### src/rtl/riscv_pkg.sv
// Shared pipeline types: ALU op encoding, operand selects and the ID/EX register payload.
package riscv_pkg;

    localparam int unsigned XLEN     = 32;
    localparam int unsigned RADDR_W  = 5;
    localparam int unsigned ALU_OP_W = 4;

    localparam logic [ALU_OP_W-1:0] ALU_ADD  = 4'd0;
    localparam logic [ALU_OP_W-1:0] ALU_SUB  = 4'd1;
    localparam logic [ALU_OP_W-1:0] ALU_SLL  = 4'd2;
    localparam logic [ALU_OP_W-1:0] ALU_SLT  = 4'd3;
    localparam logic [ALU_OP_W-1:0] ALU_SLTU = 4'd4;
    localparam logic [ALU_OP_W-1:0] ALU_XOR  = 4'd5;
    localparam logic [ALU_OP_W-1:0] ALU_SRL  = 4'd6;
    localparam logic [ALU_OP_W-1:0] ALU_SRA  = 4'd7;
    localparam logic [ALU_OP_W-1:0] ALU_OR   = 4'd8;
    localparam logic [ALU_OP_W-1:0] ALU_AND  = 4'd9;
    localparam logic [ALU_OP_W-1:0] ALU_PASS = 4'd10;

    typedef enum logic {OPA_RS1 = 1'b0, OPA_PC  = 1'b1} opa_sel_e;
    typedef enum logic {OPB_RS2 = 1'b0, OPB_IMM = 1'b1} opb_sel_e;

    typedef struct packed {
        logic                valid;
        logic [XLEN-1:0]     pc;
        logic [RADDR_W-1:0]  rs1_addr;
        logic [RADDR_W-1:0]  rs2_addr;
        logic [RADDR_W-1:0]  rd_addr;
        logic [XLEN-1:0]     rs1_data;
        logic [XLEN-1:0]     rs2_data;
        logic [XLEN-1:0]     imm;
        logic [ALU_OP_W-1:0] alu_op;
        opa_sel_e            opa_sel;
        opb_sel_e            opb_sel;
        logic                rd_wren;
        logic                mem_rden;
    } id_ex_t;

endpackage

### src/rtl/id_ex_stage_if.sv
// ID/EX stage bus: decoded ID fields, MEM/WB forwarding sources and EX-side outputs.
interface id_ex_stage_if;
    import riscv_pkg::*;

    logic                i_stall;
    logic                i_flush;
    logic                i_id_valid;
    logic [XLEN-1:0]     i_id_pc;
    logic [RADDR_W-1:0]  i_id_rs1_addr;
    logic [RADDR_W-1:0]  i_id_rs2_addr;
    logic [RADDR_W-1:0]  i_id_rd_addr;
    logic [XLEN-1:0]     i_id_rs1_data;
    logic [XLEN-1:0]     i_id_rs2_data;
    logic [XLEN-1:0]     i_id_imm;
    logic [ALU_OP_W-1:0] i_id_alu_op;
    logic                i_id_opa_sel;
    logic                i_id_opb_sel;
    logic                i_id_rd_wren;
    logic                i_id_mem_rden;
    logic [RADDR_W-1:0]  i_mem_rd_addr;
    logic                i_mem_rd_wren;
    logic [XLEN-1:0]     i_mem_data;
    logic [RADDR_W-1:0]  i_wb_rd_addr;
    logic                i_wb_rd_wren;
    logic [XLEN-1:0]     i_wb_data;

    logic [XLEN-1:0]     o_operand_a;
    logic [XLEN-1:0]     o_operand_b;
    logic [ALU_OP_W-1:0] o_alu_op;
    logic [XLEN-1:0]     o_store_data;
    logic                o_ex_valid;
    logic [XLEN-1:0]     o_ex_pc;
    logic [RADDR_W-1:0]  o_ex_rd_addr;
    logic                o_ex_rd_wren;
    logic                o_ex_mem_rden;
    logic                o_load_use_stall;

    modport master (
        output i_stall, i_flush, i_id_valid, i_id_pc, i_id_rs1_addr, i_id_rs2_addr, i_id_rd_addr,
               i_id_rs1_data, i_id_rs2_data, i_id_imm, i_id_alu_op, i_id_opa_sel, i_id_opb_sel,
               i_id_rd_wren, i_id_mem_rden, i_mem_rd_addr, i_mem_rd_wren, i_mem_data,
               i_wb_rd_addr, i_wb_rd_wren, i_wb_data,
        input  o_operand_a, o_operand_b, o_alu_op, o_store_data, o_ex_valid, o_ex_pc,
               o_ex_rd_addr, o_ex_rd_wren, o_ex_mem_rden, o_load_use_stall
    );

    modport slave (
        input  i_stall, i_flush, i_id_valid, i_id_pc, i_id_rs1_addr, i_id_rs2_addr, i_id_rd_addr,
               i_id_rs1_data, i_id_rs2_data, i_id_imm, i_id_alu_op, i_id_opa_sel, i_id_opb_sel,
               i_id_rd_wren, i_id_mem_rden, i_mem_rd_addr, i_mem_rd_wren, i_mem_data,
               i_wb_rd_addr, i_wb_rd_wren, i_wb_data,
        output o_operand_a, o_operand_b, o_alu_op, o_store_data, o_ex_valid, o_ex_pc,
               o_ex_rd_addr, o_ex_rd_wren, o_ex_mem_rden, o_load_use_stall
    );

endinterface

### src/rtl/fwd_unit.sv
// Operand bypass select for one source register: MEM beats WB, x0 always reads zero.
module fwd_unit
    import riscv_pkg::*;
(
    input  logic [RADDR_W-1:0] src_addr,
    input  logic [XLEN-1:0]    src_data,
    input  logic [RADDR_W-1:0] mem_rd_addr,
    input  logic               mem_rd_wren,
    input  logic [XLEN-1:0]    mem_data,
    input  logic [RADDR_W-1:0] wb_rd_addr,
    input  logic               wb_rd_wren,
    input  logic [XLEN-1:0]    wb_data,
    output logic [XLEN-1:0]    fwd_data
);

    always_comb begin
        fwd_data = src_data;
        if (src_addr == '0) begin
            fwd_data = '0;
        end else if (mem_rd_wren && (mem_rd_addr == src_addr)) begin
            fwd_data = mem_data;
        end else if (wb_rd_wren && (wb_rd_addr == src_addr)) begin
            fwd_data = wb_data;
        end
    end

endmodule

### src/rtl/id_ex_stage.sv
// ID/EX pipeline register with MEM/WB operand forwarding, load-use bubble insertion and
// stall-time refresh of held operands so a producer retiring during a freeze is not lost.
module id_ex_stage
    import riscv_pkg::*;
(
    input  logic         i_clk,
    input  logic         i_reset,
    id_ex_stage_if.slave bus
);

    id_ex_t          ex_q;
    id_ex_t          ex_d;
    logic [XLEN-1:0] fwd_rs1;
    logic [XLEN-1:0] fwd_rs2;
    logic            load_use;

    fwd_unit u_fwd_rs1 (
        .src_addr    (ex_q.rs1_addr),
        .src_data    (ex_q.rs1_data),
        .mem_rd_addr (bus.i_mem_rd_addr),
        .mem_rd_wren (bus.i_mem_rd_wren),
        .mem_data    (bus.i_mem_data),
        .wb_rd_addr  (bus.i_wb_rd_addr),
        .wb_rd_wren  (bus.i_wb_rd_wren),
        .wb_data     (bus.i_wb_data),
        .fwd_data    (fwd_rs1)
    );

    fwd_unit u_fwd_rs2 (
        .src_addr    (ex_q.rs2_addr),
        .src_data    (ex_q.rs2_data),
        .mem_rd_addr (bus.i_mem_rd_addr),
        .mem_rd_wren (bus.i_mem_rd_wren),
        .mem_data    (bus.i_mem_data),
        .wb_rd_addr  (bus.i_wb_rd_addr),
        .wb_rd_wren  (bus.i_wb_rd_wren),
        .wb_data     (bus.i_wb_data),
        .fwd_data    (fwd_rs2)
    );

    // Load in EX whose result ID needs now; a redirect makes the ID instruction moot.
    assign load_use = !bus.i_flush && ex_q.valid && ex_q.mem_rden && (ex_q.rd_addr != '0) &&
                      bus.i_id_valid && ((ex_q.rd_addr == bus.i_id_rs1_addr) ||
                                         (ex_q.rd_addr == bus.i_id_rs2_addr));

    // Next EX contents: flush > stall > load-use bubble > ID capture.
    always_comb begin
        ex_d = '0;
        if (bus.i_flush) begin
            ex_d = '0;
        end else if (bus.i_stall) begin
            ex_d          = ex_q;
            ex_d.rs1_data = fwd_rs1;
            ex_d.rs2_data = fwd_rs2;
        end else if (load_use || !bus.i_id_valid) begin
            ex_d = '0;
        end else begin
            ex_d.valid    = 1'b1;
            ex_d.pc       = bus.i_id_pc;
            ex_d.rs1_addr = bus.i_id_rs1_addr;
            ex_d.rs2_addr = bus.i_id_rs2_addr;
            ex_d.rd_addr  = bus.i_id_rd_addr;
            ex_d.rs1_data = bus.i_id_rs1_data;
            ex_d.rs2_data = bus.i_id_rs2_data;
            ex_d.imm      = bus.i_id_imm;
            ex_d.alu_op   = bus.i_id_alu_op;
            ex_d.opa_sel  = opa_sel_e'(bus.i_id_opa_sel);
            ex_d.opb_sel  = opb_sel_e'(bus.i_id_opb_sel);
            ex_d.rd_wren  = bus.i_id_rd_wren;
            ex_d.mem_rden = bus.i_id_mem_rden;
        end
    end

    always_ff @(posedge i_clk or posedge i_reset) begin
        if (i_reset) begin
            ex_q <= '0;
        end else begin
            ex_q <= ex_d;
        end
    end

    assign bus.o_operand_a      = (ex_q.opa_sel == OPA_PC)  ? ex_q.pc  : fwd_rs1;
    assign bus.o_operand_b      = (ex_q.opb_sel == OPB_IMM) ? ex_q.imm : fwd_rs2;
    assign bus.o_store_data     = fwd_rs2;
    assign bus.o_alu_op         = ex_q.alu_op;
    assign bus.o_ex_valid       = ex_q.valid;
    assign bus.o_ex_pc          = ex_q.pc;
    assign bus.o_ex_rd_addr     = ex_q.rd_addr;
    assign bus.o_ex_rd_wren     = ex_q.rd_wren;
    assign bus.o_ex_mem_rden    = ex_q.mem_rden;
    assign bus.o_load_use_stall = load_use;

endmodule
### src/flat_wrapper.sv
// flat-port wrapper written by rule: the top's interface ports become plain ports
module id_ex_stage_flat import riscv_pkg::*;
  (i_clk, i_reset, bus_i_stall, bus_i_flush, bus_i_id_valid, bus_i_id_pc, bus_i_id_rs1_addr, bus_i_id_rs2_addr, bus_i_id_rd_addr, bus_i_id_rs1_data, bus_i_id_rs2_data, bus_i_id_imm, bus_i_id_alu_op, bus_i_id_opa_sel, bus_i_id_opb_sel, bus_i_id_rd_wren, bus_i_id_mem_rden, bus_i_mem_rd_addr, bus_i_mem_rd_wren, bus_i_mem_data, bus_i_wb_rd_addr, bus_i_wb_rd_wren, bus_i_wb_data, bus_o_operand_a, bus_o_operand_b, bus_o_alu_op, bus_o_store_data, bus_o_ex_valid, bus_o_ex_pc, bus_o_ex_rd_addr, bus_o_ex_rd_wren, bus_o_ex_mem_rden, bus_o_load_use_stall);
  id_ex_stage_if bus_i ();
  input  logic i_clk;
  input  logic i_reset;
  input wire logic [$bits(bus_i.i_stall)-1:0] bus_i_stall;
  input wire logic [$bits(bus_i.i_flush)-1:0] bus_i_flush;
  input wire logic [$bits(bus_i.i_id_valid)-1:0] bus_i_id_valid;
  input wire logic [$bits(bus_i.i_id_pc)-1:0] bus_i_id_pc;
  input wire logic [$bits(bus_i.i_id_rs1_addr)-1:0] bus_i_id_rs1_addr;
  input wire logic [$bits(bus_i.i_id_rs2_addr)-1:0] bus_i_id_rs2_addr;
  input wire logic [$bits(bus_i.i_id_rd_addr)-1:0] bus_i_id_rd_addr;
  input wire logic [$bits(bus_i.i_id_rs1_data)-1:0] bus_i_id_rs1_data;
  input wire logic [$bits(bus_i.i_id_rs2_data)-1:0] bus_i_id_rs2_data;
  input wire logic [$bits(bus_i.i_id_imm)-1:0] bus_i_id_imm;
  input wire logic [$bits(bus_i.i_id_alu_op)-1:0] bus_i_id_alu_op;
  input wire logic [$bits(bus_i.i_id_opa_sel)-1:0] bus_i_id_opa_sel;
  input wire logic [$bits(bus_i.i_id_opb_sel)-1:0] bus_i_id_opb_sel;
  input wire logic [$bits(bus_i.i_id_rd_wren)-1:0] bus_i_id_rd_wren;
  input wire logic [$bits(bus_i.i_id_mem_rden)-1:0] bus_i_id_mem_rden;
  input wire logic [$bits(bus_i.i_mem_rd_addr)-1:0] bus_i_mem_rd_addr;
  input wire logic [$bits(bus_i.i_mem_rd_wren)-1:0] bus_i_mem_rd_wren;
  input wire logic [$bits(bus_i.i_mem_data)-1:0] bus_i_mem_data;
  input wire logic [$bits(bus_i.i_wb_rd_addr)-1:0] bus_i_wb_rd_addr;
  input wire logic [$bits(bus_i.i_wb_rd_wren)-1:0] bus_i_wb_rd_wren;
  input wire logic [$bits(bus_i.i_wb_data)-1:0] bus_i_wb_data;
  output wire logic [$bits(bus_i.o_operand_a)-1:0] bus_o_operand_a;
  output wire logic [$bits(bus_i.o_operand_b)-1:0] bus_o_operand_b;
  output wire logic [$bits(bus_i.o_alu_op)-1:0] bus_o_alu_op;
  output wire logic [$bits(bus_i.o_store_data)-1:0] bus_o_store_data;
  output wire logic [$bits(bus_i.o_ex_valid)-1:0] bus_o_ex_valid;
  output wire logic [$bits(bus_i.o_ex_pc)-1:0] bus_o_ex_pc;
  output wire logic [$bits(bus_i.o_ex_rd_addr)-1:0] bus_o_ex_rd_addr;
  output wire logic [$bits(bus_i.o_ex_rd_wren)-1:0] bus_o_ex_rd_wren;
  output wire logic [$bits(bus_i.o_ex_mem_rden)-1:0] bus_o_ex_mem_rden;
  output wire logic [$bits(bus_i.o_load_use_stall)-1:0] bus_o_load_use_stall;
  assign bus_i.i_stall = bus_i_stall;
  assign bus_i.i_flush = bus_i_flush;
  assign bus_i.i_id_valid = bus_i_id_valid;
  assign bus_i.i_id_pc = bus_i_id_pc;
  assign bus_i.i_id_rs1_addr = bus_i_id_rs1_addr;
  assign bus_i.i_id_rs2_addr = bus_i_id_rs2_addr;
  assign bus_i.i_id_rd_addr = bus_i_id_rd_addr;
  assign bus_i.i_id_rs1_data = bus_i_id_rs1_data;
  assign bus_i.i_id_rs2_data = bus_i_id_rs2_data;
  assign bus_i.i_id_imm = bus_i_id_imm;
  assign bus_i.i_id_alu_op = bus_i_id_alu_op;
  assign bus_i.i_id_opa_sel = bus_i_id_opa_sel;
  assign bus_i.i_id_opb_sel = bus_i_id_opb_sel;
  assign bus_i.i_id_rd_wren = bus_i_id_rd_wren;
  assign bus_i.i_id_mem_rden = bus_i_id_mem_rden;
  assign bus_i.i_mem_rd_addr = bus_i_mem_rd_addr;
  assign bus_i.i_mem_rd_wren = bus_i_mem_rd_wren;
  assign bus_i.i_mem_data = bus_i_mem_data;
  assign bus_i.i_wb_rd_addr = bus_i_wb_rd_addr;
  assign bus_i.i_wb_rd_wren = bus_i_wb_rd_wren;
  assign bus_i.i_wb_data = bus_i_wb_data;
  assign bus_o_operand_a = bus_i.o_operand_a;
  assign bus_o_operand_b = bus_i.o_operand_b;
  assign bus_o_alu_op = bus_i.o_alu_op;
  assign bus_o_store_data = bus_i.o_store_data;
  assign bus_o_ex_valid = bus_i.o_ex_valid;
  assign bus_o_ex_pc = bus_i.o_ex_pc;
  assign bus_o_ex_rd_addr = bus_i.o_ex_rd_addr;
  assign bus_o_ex_rd_wren = bus_i.o_ex_rd_wren;
  assign bus_o_ex_mem_rden = bus_i.o_ex_mem_rden;
  assign bus_o_load_use_stall = bus_i.o_load_use_stall;
  id_ex_stage u_core (.i_clk(i_clk), .i_reset(i_reset), .bus(bus_i));
endmodule
### config.mk
export PLATFORM = sky130hd
export DESIGN_NAME = id_ex_stage_flat
export DESIGN_NICKNAME = d
export VERILOG_FILES = /design/src/rtl/riscv_pkg.sv /design/src/rtl/id_ex_stage_if.sv /design/src/rtl/fwd_unit.sv /design/src/rtl/id_ex_stage.sv /design/src/flat_wrapper.sv
export SDC_FILE = /design/constraint.sdc
export NUM_CORES = 1
export LEC_CHECK = 0
export CAP_MARGIN = 0
export CORE_ASPECT_RATIO = 0.8
export CORE_UTILIZATION = 40
export DETAILED_ROUTE_END_ITERATION = 6
export PLACE_DENSITY = 0.72
export SETUP_SLACK_MARGIN = 0.05
export SYNTH_ARGS = -nofsm -noshare
export SYNTH_HDL_FRONTEND = slang
export SYNTH_HIERARCHICAL = 1
export SYNTH_SLANG_ARGS = --single-unit
### constraint.sdc
create_clock -name i_clk -period 5.62 [get_ports i_clk]
set_input_delay 1.124 -clock i_clk [delete_from_list [all_inputs] [get_ports i_clk]]
set_output_delay 1.124 -clock i_clk [all_outputs]
set_load 0.05 [all_outputs]
* Word level (Yosys, flattened, before mapping) *
Index checks and enable logic that the tools add are counted.

word-level totals
  latch bits = 0
  bits in registers = 152
  memory bits (read-only) = 0
  memories kept = 0
  memory bits (writable) = 0

operators by class
  multipliers = 0
  multiplexer cells = 11
  $lt $le $gt $ge = 0
  divide/modulo/power cells = 0
  equality and inequality tests = 7
  reductions and logical operators = 16
  shift operators = 0
  $add $sub $neg = 0
  bitwise logic cells = 0

operators with widths
  operator                                                         count
  152-bit 2-to-1 mux                                               3
  32-bit 2-to-1 mux                                                8
  5-bit equality test                                              6
  5-bit logical NOT                                                2
  1-bit logical AND                                                9
  5-bit nonzero test                                               1
  1-bit logical NOT                                                2
  1-bit logical OR                                                 2
  2-bit by 1-bit != test with 1-bit output, second input constant  1

* Longest topological paths before layout *
  depth after elaboration = 10
  mapped depth = 8
  depth with buffers taken out = 6

* Modules after synthesis *
Netlist, hierarchy kept.

modules (own cells, without submodules)
  module       cells an instance  area an instance (um^2)  times used  seq. area each (um^2)
  id_ex_stage  827                8115.3                   1           3803.6
  fwd_unit     196                1253.7                   2           0.0

* Worst setup path before layout *
No wires, ideal clock.

  path kind = input-to-output
  from = in bus_i_mem_rd_addr[0]
  to = out bus_o_operand_b[29]
  cell stages on the path = 6
  setup slack = 0.666 ns
  arrival time = 3.830 ns
  path through = xnor2_1 > nand4_1 > or2_1 > clkbuf_1 > a311oi_1 > mux2_2

between the ends
  cells in the longest elaborated chain, start to end = 5

RTL lines
  item                      line                text
  start, declared           flat_wrapper.sv:22  input wire logic [$bits(bus_i.i_mem_rd_addr)-1:0] bus_i_mem_rd_addr;
  5-bit equality test       fwd_unit.sv:20      end else if (mem_rd_wren && (mem_rd_addr == src_addr)) begin
  1-bit logical AND         fwd_unit.sv:20
  32-bit 2-to-1 mux         fwd_unit.sv:20
  32-bit 2-to-1 mux         fwd_unit.sv:18      if (src_addr == '0) begin
  via bus_o_store_data[29]  flat_wrapper.sv:31  output wire logic [$bits(bus_i.o_store_data)-1:0] bus_o_store_data;
  32-bit 2-to-1 mux         id_ex_stage.sv:83   assign bus.o_operand_b = (ex_q.opb_sel == OPB_IMM) ? ex_q.imm : fwd_rs2;
  end, declared             flat_wrapper.sv:29  output wire logic [$bits(bus_i.o_operand_b)-1:0] bus_o_operand_b;

The timed path passes the listed nets, and every way through them passes these cells.

* Worst setup path after layout *
  from = in bus_i_wb_rd_addr[3]
  to = out bus_o_operand_b[18]

between the ends
  cells in the longest elaborated chain, start to end = 6

RTL lines
  item                 line                text
  start, declared      flat_wrapper.sv:25  input wire logic [$bits(bus_i.i_wb_rd_addr)-1:0] bus_i_wb_rd_addr;
  5-bit equality test  fwd_unit.sv:22      end else if (wb_rd_wren && (wb_rd_addr == src_addr)) begin
  1-bit logical AND    fwd_unit.sv:22
  32-bit 2-to-1 mux    fwd_unit.sv:22
  32-bit 2-to-1 mux    fwd_unit.sv:20
  32-bit 2-to-1 mux    fwd_unit.sv:18
  32-bit 2-to-1 mux    id_ex_stage.sv:83

Every way passes these cells.

==> results.yml <==
drt:
  drt_pre_antenna_iters: 5
  drtIter0Drc: 1182
  wl_mm: 42.11
  remaining_drc_errors: 0
  dr.max_layer_used: "met5"
  wl_per_cell_um: 23.18
  route.vias.total: 11250
  drt-vias-per-instance: 6.191
  met1_length_mm: 16.77
  routed-wl-met3_mm: 4.145
  route.met2.wl_mm: 20.19
  ant_nets: 0
cts:
  path_clk_slew_ps: 70
  cts_root_buf: "clkbuf_16"
  cts_max_level: 4
  cts_tree: "built"
  postCtsHoldBufs: 0
  cts_buffer_depth: 2
  clk_latency_ps: 430
  numCtsBuffers: 17
  cts_resized: 0
  cts_num_sinks: 152
  cts_setup_buffers: 0
power_and_ir_drop:
  p_leak_nw: 5.482
  pwr_density_cell_mw_per_mm2: 251.0
  ir_worst_vdd_mv: 0.1972
synthesis:
  ys_seq_area_share_pct: 35.81
  synth_seq_cells: 152
  yosysWarnings: 6
  syn-cell-area_mm2: 0.01062
  synth.avg_cell_area_um2: 8.714
  postSynthCellCount: 1219
  yosys.cell_types.count: 32
  syn-num-nets: 1451
timing:
  grt_setup_unrepaired: "no"
  tns_ps: 0
  drv_slew: 0
  worst_clock_skew_ps: 9.626
  max_freq_mhz: 201.4
  slew_headroom_pct: 39.10
  setup_slack_ps: 654.4
  fin_crit_sh_pct: 88.36
  hold_viol: 0
  worst_slew_pin_slew_ps: 913.5
  period_needed_ps: 4966
  finalSetupViolations: 0
  holdWs_ps: 494.6
critical_path:
  cp_cell_sequence: "clkdlybuf4s50_1 -> xnor2_2 -> buf_4 -> nand3_1 -> o22a_1 -> a211oi_1 -> mux2_2 -> buf_12"
  cp_data_required_time_ps: 4500
  setup.worst_path.end_class: "primary output"
  setup.worst_path.start_class: "primary input"
  crit_slowest_cell: "a211oi_1"
  critPathKind: "in2out"
  critPathMaxFanout: 24
  cpPeakStageDelay_ps: 590
  cp.arrival_ps: 3840
place:
  pre_cts_ws_ps: 696.4
  portBuffers: 372
  hpwl_mm: 29.59
  place_congestion: 0.8792
floorplan:
  dieArea_mm2: 0.02722
  rows: 52
  fp.coreArea_mm2: 0.02570
  io_pins: 373
  die_w_um: 184.2
  start_util_pct: 41.33
  die_h_um: 147.8
final_layout:
  final_nets: 1683
  drive_gt1_share_pct: 17.77
  syn_to_final_growth_pct: 42.74
global_routing:
  antenna_found_initial: 6
  overflow: 0
  grt_usage_pct: 30.31
  grt_pass1_vias: 10700
  grt_pass1_wl_mm: 63.32
  grt_max_degree: 166
status:
  status: "completed"
hold_path:
  hp-class: "reg2reg"
job:
  drv_cap: 0
-- cell type report --
class / instances / area [µm²]
Fill cell: 2259 / 10540
Multi-Input combinational cell: 870 / 5834
Timing Repair Buffer: 409 / 4457
Sequential cell: 152 / 3804
Tap cell: 351 / 439.2
Clock buffer: 17 / 425.4
Clock inverter: 14 / 187.7
Inverter: 1 / 8.758
Antenna cell: 3 / 7.507
-- layer usage --
layer,vias up,GRT usage (%)
met2,592,48.84
met5,-,0
met1,5462,39.06
met4,6,8.417
met3,70,9.485
li1,5119,-
-- flip-flops by register name, summed over array words and instances, names as in the netlist --
| register | flops |
|---|---|
| u_core/bus.o_ex_valid | 1 |
| u_core/bus.o_alu_op | 4 |
| u_core/bus.o_ex_rd_wren | 1 |
| u_core/ex_q | 108 |
| u_core/bus.o_ex_pc | 32 |
| u_core/bus.o_ex_rd_addr | 5 |
| u_core/bus.o_ex_mem_rden | 1 |
-- worst max-delay path, delay by kind of cell --
family | cells | cell delay, ps
XOR/XNOR | 1 | 420
multiplexers | 1 | 320
buffers and inverters | 3 | 1050
AO/OA/AOI/OAI | 2 | 790
AND/OR/NAND/NOR | 1 | 120
-- kinds of logic (layout without fill, tap and decap cells) --
kind of cell / count (synthesis) / in the layout / synth area share (%)
multiplexers: 64 / 64 / 6.784
other: 0 / 3 / 0
XOR/XNOR: 30 / 30 / 2.615
flip-flops: 152 / 152 / 35.81
AND/OR/NAND/NOR: 306 / 306 / 13.06
AO/OA/AOI/OAI: 470 / 470 / 31.92
buffers and inverters: 197 / 441 / 9.812
-- final timing paths --
path | startpoint | cells after the start | endpoint | slack (ps)
worst min-delay path | u_core/ex_q[37] | 2 | u_core/ex_q[37] | 490
worst min register to register | u_core/ex_q[37] | 2 | u_core/ex_q[37] | 490
max in group asynchronous | i_reset | 3 | u_core/ex_q[56] | 3510
min in group asynchronous | i_reset | 2 | u_core/bus.o_ex_pc[3] | 1140
worst max-delay path | bus_i_wb_rd_addr[3] | 8 | bus_o_operand_b[18] | 650
worst max register to register | u_core/bus.o_ex_rd_addr[0] | 6 | u_core/ex_q[71] | 2680
-- metrics by stage --
stage	cell area (µm²)	utilization (%)	cells	total power [mW]
floorplan	10620	-	1219	2.002
finish	15160	59.00	1817	3.807
global placement	14540	56.59	1783	2.562
global route	15160	58.97	1814	3.949
CTS	15160	58.97	1814	3.828
detailed placement	14540	56.59	1783	2.574
-- where the power goes --
group,switching (mW),total (mW),internal [mW]
combinational,0.805,1.34,0.535
clock,0.533,1.25,0.714
sequential,0.0485,1.22,1.17
total,1.39,3.81,2.42
-- cells in the mapped netlist (all sizes together) --
cell | n | area share (%)
nand2b | 1 | 0.059
nand3 | 38 | 1.8
a211oi | 36 | 2.5
nand4 | 32 | 1.9
nor2b | 2 | 0.12
inv | 1 | 0.035
xnor2 | 30 | 2.6
mux2 | 64 | 6.8
buf | 106 | 6.5
a311oi | 28 | 3.5
o22ai | 1 | 0.12
nand2 | 158 | 5.6
and4 | 2 | 0.16
o31ai | 1 | 0.071
or4 | 2 | 0.14
a211o | 1 | 0.082
a32oi | 151 | 12
nor3 | 65 | 3.1
clkbuf | 90 | 3.3
dfrtp | 152 | 36
nor2 | 4 | 0.14
or2 | 2 | 0.12
a22oi | 1 | 0.071
o22a | 36 | 3.0
o21ai | 215 | 10
-- placed cells by master (no fill, tap or decap), drive strengths merged, types with 2 or more instances in the layout --
master,n
a211oi,36
a311oi,28
a32oi,151
and4,2
buf,134
bufinv,3
clkbuf,17
clkdlybuf4s50,275
clkinv,2
dfrtp,152
diode,3
inv,9
mux2,64
nand2,158
nand3,38
nand4,32
nor2,4
nor2b,2
nor3,65
o21ai,215
o22a,36
or2,2
or4,2
xnor2,30
No activity file was read; power rests on OpenSTA's default activity.
